==> src/rtl/control_unit.sv <==
// rtl/control_unit.sv - instruction sequencer: stage strobes and program-counter commands
module control_unit #(
    localparam int CONTROL_BIT_MAX = 6
) (
    input  logic                     clk,
    input  logic                     rst,
    input  logic                     en,
    input  logic                     en_mem,
    input  logic                     mem_wait,
    input  logic                     should_branch,
    input  logic                     imm,
    output logic [CONTROL_BIT_MAX:0] control_o,
    output logic [1:0]               pc_op
);

    localparam int BIT_FETCH    = 0;
    localparam int BIT_DECODE   = 1;
    localparam int BIT_REG_RD   = 2;
    localparam int BIT_ALU      = 3;
    localparam int BIT_MEM      = 4;
    localparam int BIT_REG_WR   = 5;
    localparam int BIT_PC_DELAY = 6;

    localparam logic [1:0] PC_NOP    = 2'b00;
    localparam logic [1:0] PC_INC    = 2'b01;
    localparam logic [1:0] PC_ASSIGN = 2'b10;
    localparam logic [1:0] PC_RESET  = 2'b11;

    // Encoding 3'd7 is unused; reaching it is a fault and recovers to FETCH.
    typedef enum logic [2:0] {
        S_FETCH    = 3'd0,
        S_DECODE   = 3'd1,
        S_REG_RD   = 3'd2,
        S_ALU      = 3'd3,
        S_MEM      = 3'd4,
        S_REG_WR   = 3'd5,
        S_PC_DELAY = 3'd6
    } state_t;

    state_t state;
    state_t state_next;
    logic [CONTROL_BIT_MAX:0] ctl_dec;
    logic [1:0]               pc_dec;

    // State register; reset drops any in-flight instruction back to FETCH.
    always_ff @(posedge clk or negedge rst) begin
        if (!rst) begin
            state <= S_FETCH;
        end else begin
            state <= state_next;
        end
    end

    // Next-state: frozen when en is low, otherwise walk the pipeline stages.
    always_comb begin
        state_next = state;
        if (en) begin
            case (state)
                S_FETCH:    state_next = S_DECODE;
                S_DECODE:   state_next = S_REG_RD;
                S_REG_RD:   state_next = S_ALU;
                S_ALU:      state_next = en_mem ? S_MEM : S_REG_WR;
                S_MEM:      state_next = mem_wait ? S_MEM : S_REG_WR;
                S_REG_WR:   state_next = S_PC_DELAY;
                S_PC_DELAY: state_next = S_FETCH;
                default:    state_next = S_FETCH;
            endcase
        end
    end

    // Stage strobe decoded purely from the state register.
    always_comb begin
        ctl_dec = '0;
        case (state)
            S_FETCH:    ctl_dec[BIT_FETCH]    = 1'b1;
            S_DECODE:   ctl_dec[BIT_DECODE]   = 1'b1;
            S_REG_RD:   ctl_dec[BIT_REG_RD]   = 1'b1;
            S_ALU:      ctl_dec[BIT_ALU]      = 1'b1;
            S_MEM:      ctl_dec[BIT_MEM]      = 1'b1;
            S_REG_WR:   ctl_dec[BIT_REG_WR]   = 1'b1;
            S_PC_DELAY: ctl_dec[BIT_PC_DELAY] = 1'b1;
            default:    ctl_dec = '0;
        endcase
    end

    // PC command: bump past an immediate in DECODE, branch or step in REG_WR.
    always_comb begin
        pc_dec = PC_NOP;
        if (en) begin
            case (state)
                S_DECODE: pc_dec = imm ? PC_INC : PC_NOP;
                S_REG_WR: pc_dec = should_branch ? PC_ASSIGN : PC_INC;
                default:  pc_dec = PC_NOP;
            endcase
        end
    end

    // While reset is held the strobes are blanked and the PC is told to reset.
    always_comb begin
        control_o = ctl_dec;
        pc_op     = pc_dec;
        if (!rst) begin
            control_o = '0;
            pc_op     = PC_RESET;
        end
    end

endmodule

==> config.mk <==
export PLATFORM = sky130hd
export DESIGN_NAME = control_unit
export DESIGN_NICKNAME = d
export VERILOG_FILES = /design/src/rtl/control_unit.sv
export SDC_FILE = /design/constraint.sdc
export NUM_CORES = 1
export LEC_CHECK = 0
export CAP_MARGIN = 40
export CORE_AREA = 2 2 39 41
export CTS_CLUSTER_DIAMETER = 50
export DETAILED_ROUTE_END_ITERATION = 8
export DIE_AREA = 0 0 41 43
export SLEW_MARGIN = 10
export SYNTH_ARGS = -nofsm -noshare
export SYNTH_HDL_FRONTEND = slang
export SYNTH_SLANG_ARGS = --single-unit
==> constraint.sdc <==
create_clock -name clk -period 1.6 [get_ports clk]
set_input_delay 0.48 -clock clk [delete_from_list [all_inputs] [get_ports clk]]
set_output_delay 0.48 -clock clk [all_outputs]
set_load 0.02 [all_outputs]
# ---- Word-level counts from Yosys, hierarchy flattened
# Index checks and enable logic that the tools add are counted.
dict set report op_classes {
  mul 0
  bitwise_logic 0
  div_mod_pow 0
  n_shift 0
  order_cmp 0
  mux 16
  n_eq_ne 6
  reduce_logical 1
  addsub 0
}
# operator count
set op_table {}
lappend op_table {{$pmux W3 S6} 1}
lappend op_table {{$mux W1} 10}
lappend op_table {{$eq A3 B3 Y1 const B} 3}
lappend op_table {{$mux W7} 1}
lappend op_table {{$eq A3 B2 Y1 const B} 2}
lappend op_table {{$mux W2} 3}
lappend op_table {{$pmux W2 S2} 1}
lappend op_table {{$eq A3 B1 Y1 const B} 1}
lappend op_table {{$logic_not A3 Y1} 1}
dict set report totals {
  romBits 0
  latch_bits 0
  output_inout_bits 9
  memories 0
  mem_bits_rw 0
  ff_bits 3
  input_bits 7
  word_cells 24
}

# ---- Logic depth before layout (Yosys ltp)
# Gate-level depths: netlist (run 1).
dict set report depth {
  depth_word 4
  depth_mapped 4
  depth_no_buf 3
}

# ---- Worst setup path after synthesis (run 1)
# OpenSTA, ideal clock, no wires.
dict set report synth_timing {
  path_type {reg-to-output}
  start {reg state[1]}
  end {out pc_op[0]}
  slack_ns -0.053
  stages_incl_launch_ff 4
  required_ns 1.120
  n_path_buf 1
  t_arrival_ns 1.173
  cell_sequence {dfrtp_1 > buf_4 > nand3b_1 > o21ai_0}
}
dict set report synth_between {
  elab_chain_cells 4
  word_cells_on_any_way 5
  cone_classes {2 x eq/ne; 3 x mux}
}
# element line
set synth_rtl {}
lappend synth_rtl {{start: declaration} 40} ;# state_t state;
lappend synth_rtl {{start signal: assignment} 50} ;# state <= state_next;
lappend synth_rtl {{$eq A3 B3 Y1 or $eq A3 B1 Y1 (tied branches)} 90} ;# case (state)
lappend synth_rtl {{$pmux W2 S2 (*)} 90}
lappend synth_rtl {{$mux W2 (*)} 89} ;# if (en) begin
lappend synth_rtl {{$mux W2 (*)} 102} ;# if (!rst) begin
lappend synth_rtl {{end: declaration} 13} ;# output logic [1:0] pc_op
# Every way passes the cells marked *; elsewhere a longest branch is shown, timed or not.

# ---- Worst setup path after layout (run 1)
# Same ends and word-level chain as after synthesis.

==> metrics.md, run 1 <==
| Metric | Value |
|---|---|
| Status | finished with violations |
| Failing checks | negative setup slack |
| Maximum number of pins on one net before global-route repair | 6 |
| Clock root buffer | clkbuf_4 |
| Post-Synth Adder-Cell Area | 0% |
| Sequential cell fraction of total power | 18.4% |
| Number of nets in the finished design | 66 |
| Number of DRC markers in iteration 0 | 0 |
| Post-Synth XOR/XNOR Area | 0% |
| Multiplexer area fraction after synthesis | 8.76% |
| Relative slew margins | about 87% |
| Crit. End Element | output port |
| Pint | around 0.00049 W |
| Final design instance area without fill | 523 µm² |
| Total Routing Usage GR | 9.16% |
| Max-slew violations | 0 |
| Die H | 43 µm |
| Reg-to-reg critical path startpoint | state[0]$_DFFE_PN0P_ |
| Clock tree from TritonCTS | yes |
| Postcts setup bufs | 0 |
| Data arrival, critical path | 1.13 ns |
| TritonRoute pass-1 iters | 1 |
| Cell family contributing the most delay on the critical path | flip-flops |
| Top post-synthesis cells by count | 6 x nand2_1, 6 x nor2_1, 4 x o21ai_0, 3 x dfrtp_1 |
| Routed vias | approximately 310 |
| Register name with the most flops | state |
| I/O pins | 16 |
| Vias/cell | 4.14 |
| Total design power | 0.000845 W |
| Via count of the first global-routing pass | 289 |
| Layout Cells excl Fill | 74 |
| Maximum number of buffers from clock root to sink | 2 |
| Starting density of the core | between 10% and 20% |
| Routed WL per cell | between 9 and 10 µm |
| Share of total power consumed by net switching | 41.9% |
| Area used by multi-input combinational logic | a little under 200 µm² |
| DRC violations left | 0 |
| Horiz. Die Dim | slightly above 40 µm |
| Post-CTS clock slew at the launch and capture registers of the worst setup and hold paths | around 0.040 ns |
| Worst endpoint required time | 1.12 ns |
| Leakage power of the design | 0.243 nW |
| Hold buffer count at CTS | 0 |
| HP Class | in -> async |
| FP Rows | 14 |
| Cell types with the largest area share after synthesis | dfrtp_1 31%, nand2_1 9.3%, nor2_1 9.3%, o21ai_0 8.2%, o32ai_2 6.7% |
| Library cells used by synthesis | 15 |
| Total Die Area | 1760 µm² |
| Placed standard-cell area | roughly 460 µm² |
| Achievable clock frequency | 622 MHz |
| Main combinational cell family by area after synthesis | simple AND/OR/NAND/NOR gates |
| Core Region | 1380 µm² |
| Global route overflow | 0 |
| Slew of the pin with the lowest slew margin | about 0.19 ns |
| Library cell contributing the largest single delay on the critical path | dfrtp_1 |
| Inserted Clock Buffers | 3 |
| Total of fill cells in the finished design | 158 |
| Final hold violations | 0 |
| Buf/Inv on CP | 1 |
| Wire length of the first global-routing pass | 1070 µm |
| Placed Cells | 70 |
| Syn-to-layout area delta | 115% |
| Buffers on Ports | 15 |
| Layout cell share with drive strength beyond 1 | 56.9% |
| Worst r2r dst | state[0]$_DFFE_PN0P_ |
| Highest net fanout along the worst path | 3 |
| Seq/Total Area, Yosys | about 31% |
| Power per Cell Area | 1620 nW/µm² |
| Fin crit period | 1.61 ns |
| Category of the worst setup path launch point | register |
| R2r setup slk | 0.46 ns |
| Final Cycle Share | 100% |
| Combinational share of power | 65.8% |
| Flip-flop count of the largest register after layout | 3 |
| Total routed wirelength | 702 µm |
| Most frequently used flop master after synthesis | dfrtp_1 |
| Clock group share of total power | roughly 16% |
| Largest registers | state (3) |
| Post-route setup TNS | -0.00689 ns |
| Cell type with the highest aggregate area in the netlist | dfrtp_1 |
| Sequential cell area | 76.3 µm² |
| Synth Cell Area | 243 µm² |
| Maximum VDD drop | 0.588 mV |
| Critical path class | reg -> out |
| Number of cells on the worst reg-to-reg path | 5 |
| Area share of and/or/nand/nor cells after synthesis | 33.5% |
| Async SR Flop Fraction | 100% |
| H-tree levels | 1 |
| Hold slack final | about 0.21 ns |
| Routability cong. | 0.761 |
| Antenna diode instance count | 0 |
| Setup skew after layout | 0.00319 ns |
| Cells after synthesis | 33 |
| Count of clock tree sinks | 3 |
| Mapped Avg Cell Area | 7.36 µm² |
| Number of maximum-capacitance constraint violations | 0 |
| Insertion delay to the later sink of the worst-skew pair | 0.23 ns |
| Number of antenna violations at the first check in global routing | 0 |
| Sequence of cells on the critical path | nand3b_1 -> o21ai_1 -> buf_4 |
| Remaining number of nets flagged by the antenna check after routing | 0 |
| Synthesis warning total | 0 |
| Syn nets | 40 |
| Worst setup slack after layout | -0.00689 ns |
| Synth Area in Compound Gates | 18.6% |
| Unrepaired setup endpoints after global routing | yes |
| P_sw | 0.000354 W |
| Half-perimeter wire length after placement | 526 µm |
| EDFF count, synth | 0 |
| Number of register bits inferred by synthesis | 3 |
| Slowest Stage Delay on Critical Path | just under 0.4 ns |
| Setup violations, final | 1 |
| Proportion of netlist area held by the largest area contributor | 30.9% |
through the flow:
| step | worst slack (ns) | utilization, % |
|---|---|---|
| 2_1_floorplan | -0.0533 | - |
| 3_3_place_gp | -0.772 | 33.3 |
| 3_5_place_dp | -0.779 | 33.3 |
| 4_1_cts | -0.0299 | 35.0 |
| 5_1_grt | -0.0706 | 37.8 |
| 6_report | -0.00689 | 37.8 |
timing repair:
action,CTS,global route
endpoints found under the setup margin,9,8
resized for setup,60,14
pin swaps,5,2
cloned,0,0
hold endpoints to repair,0,0
area by class of cell:
type	count	share of cell area, %
multi-input cells	26	38.0
repair buffers	23	37.1
flip-flops and latches	3	14.6
clock buffers	4	5.02
well taps	16	3.83
inverters	2	1.44
worst max path at each step:
stage	slack [ns]	cells after the start	from	end
finish	-0.007	3	state[1]$_DFFE_PN0P_	pc_op[0]
global route	-0.07	3	state[1]$_DFFE_PN0P_	pc_op[1]
CTS	-0.03	3	state[1]$_DFFE_PN0P_	pc_op[0]
detailed placement	-0.78	4	en	pc_op[0]
global placement	-0.77	4	rst	control_o[0]
floorplan	-0.05	3	state[1]$_DFFE_PN0P_	pc_op[0]
per-layer routing:
metal  track usage, %  part of all wire (%)  vias to the layer above
met3             1.57                   7.3                        0
met1             11.7                    42                      135
met4             8.00                     0                        0
met2             12.5                    50                       11
li1                 -                     -                      160
met5                0                     0                        -
cell families (layout without fill, tap and decap cells):
| kind of cell | Yosys count | count (layout) |
|---|---|---|
| muxes | 2 | 2 |
| buffers and inverters | 4 | 29 |
| DFF | 3 | 3 |
| AOI/OAI and AO/OA | 6 | 6 |
| and+or+nand+nor | 18 | 18 |
cell usage in the layout, fill, tap and decap left out, drive strengths merged:
cell / synthesis / layout
nor2: 6 / 6
mux2: 1 / 1
buf: 2 / 18
dfrtp: 3 / 3
clkbuf: 0 / 4
nor3: 2 / 2
dlygate4sd2: 0 / 3
a31o: 1 / 1
o21ai: 4 / 4
inv: 2 / 2
mux2i: 1 / 1
nand2: 7 / 7
o32ai: 1 / 1
clkdlybuf4s50: 0 / 2
nand2b: 2 / 2
nand3b: 1 / 1
power groups by stage:
stage / Clock (W) / Sequential (W) / Combinational, W
floorplan: 0 / 0.000135 / 0.000267
global placement: 0 / 0.000149 / 0.000461
detailed placement: 0 / 0.000150 / 0.000469
CTS: 0.000141 / 0.000156 / 0.000496
global route: 0.000147 / 0.000161 / 0.000595
finish: 0.000133 / 0.000155 / 0.000556
No activity file was read; power rests on OpenSTA's default activity.
==> inputs of run 2 (changes only) <==
- GPL_ROUTABILITY_DRIVEN: default -> 1
==> results of run 2 <==
The final DEF is identical to that of run 1; final timing and power are the same.
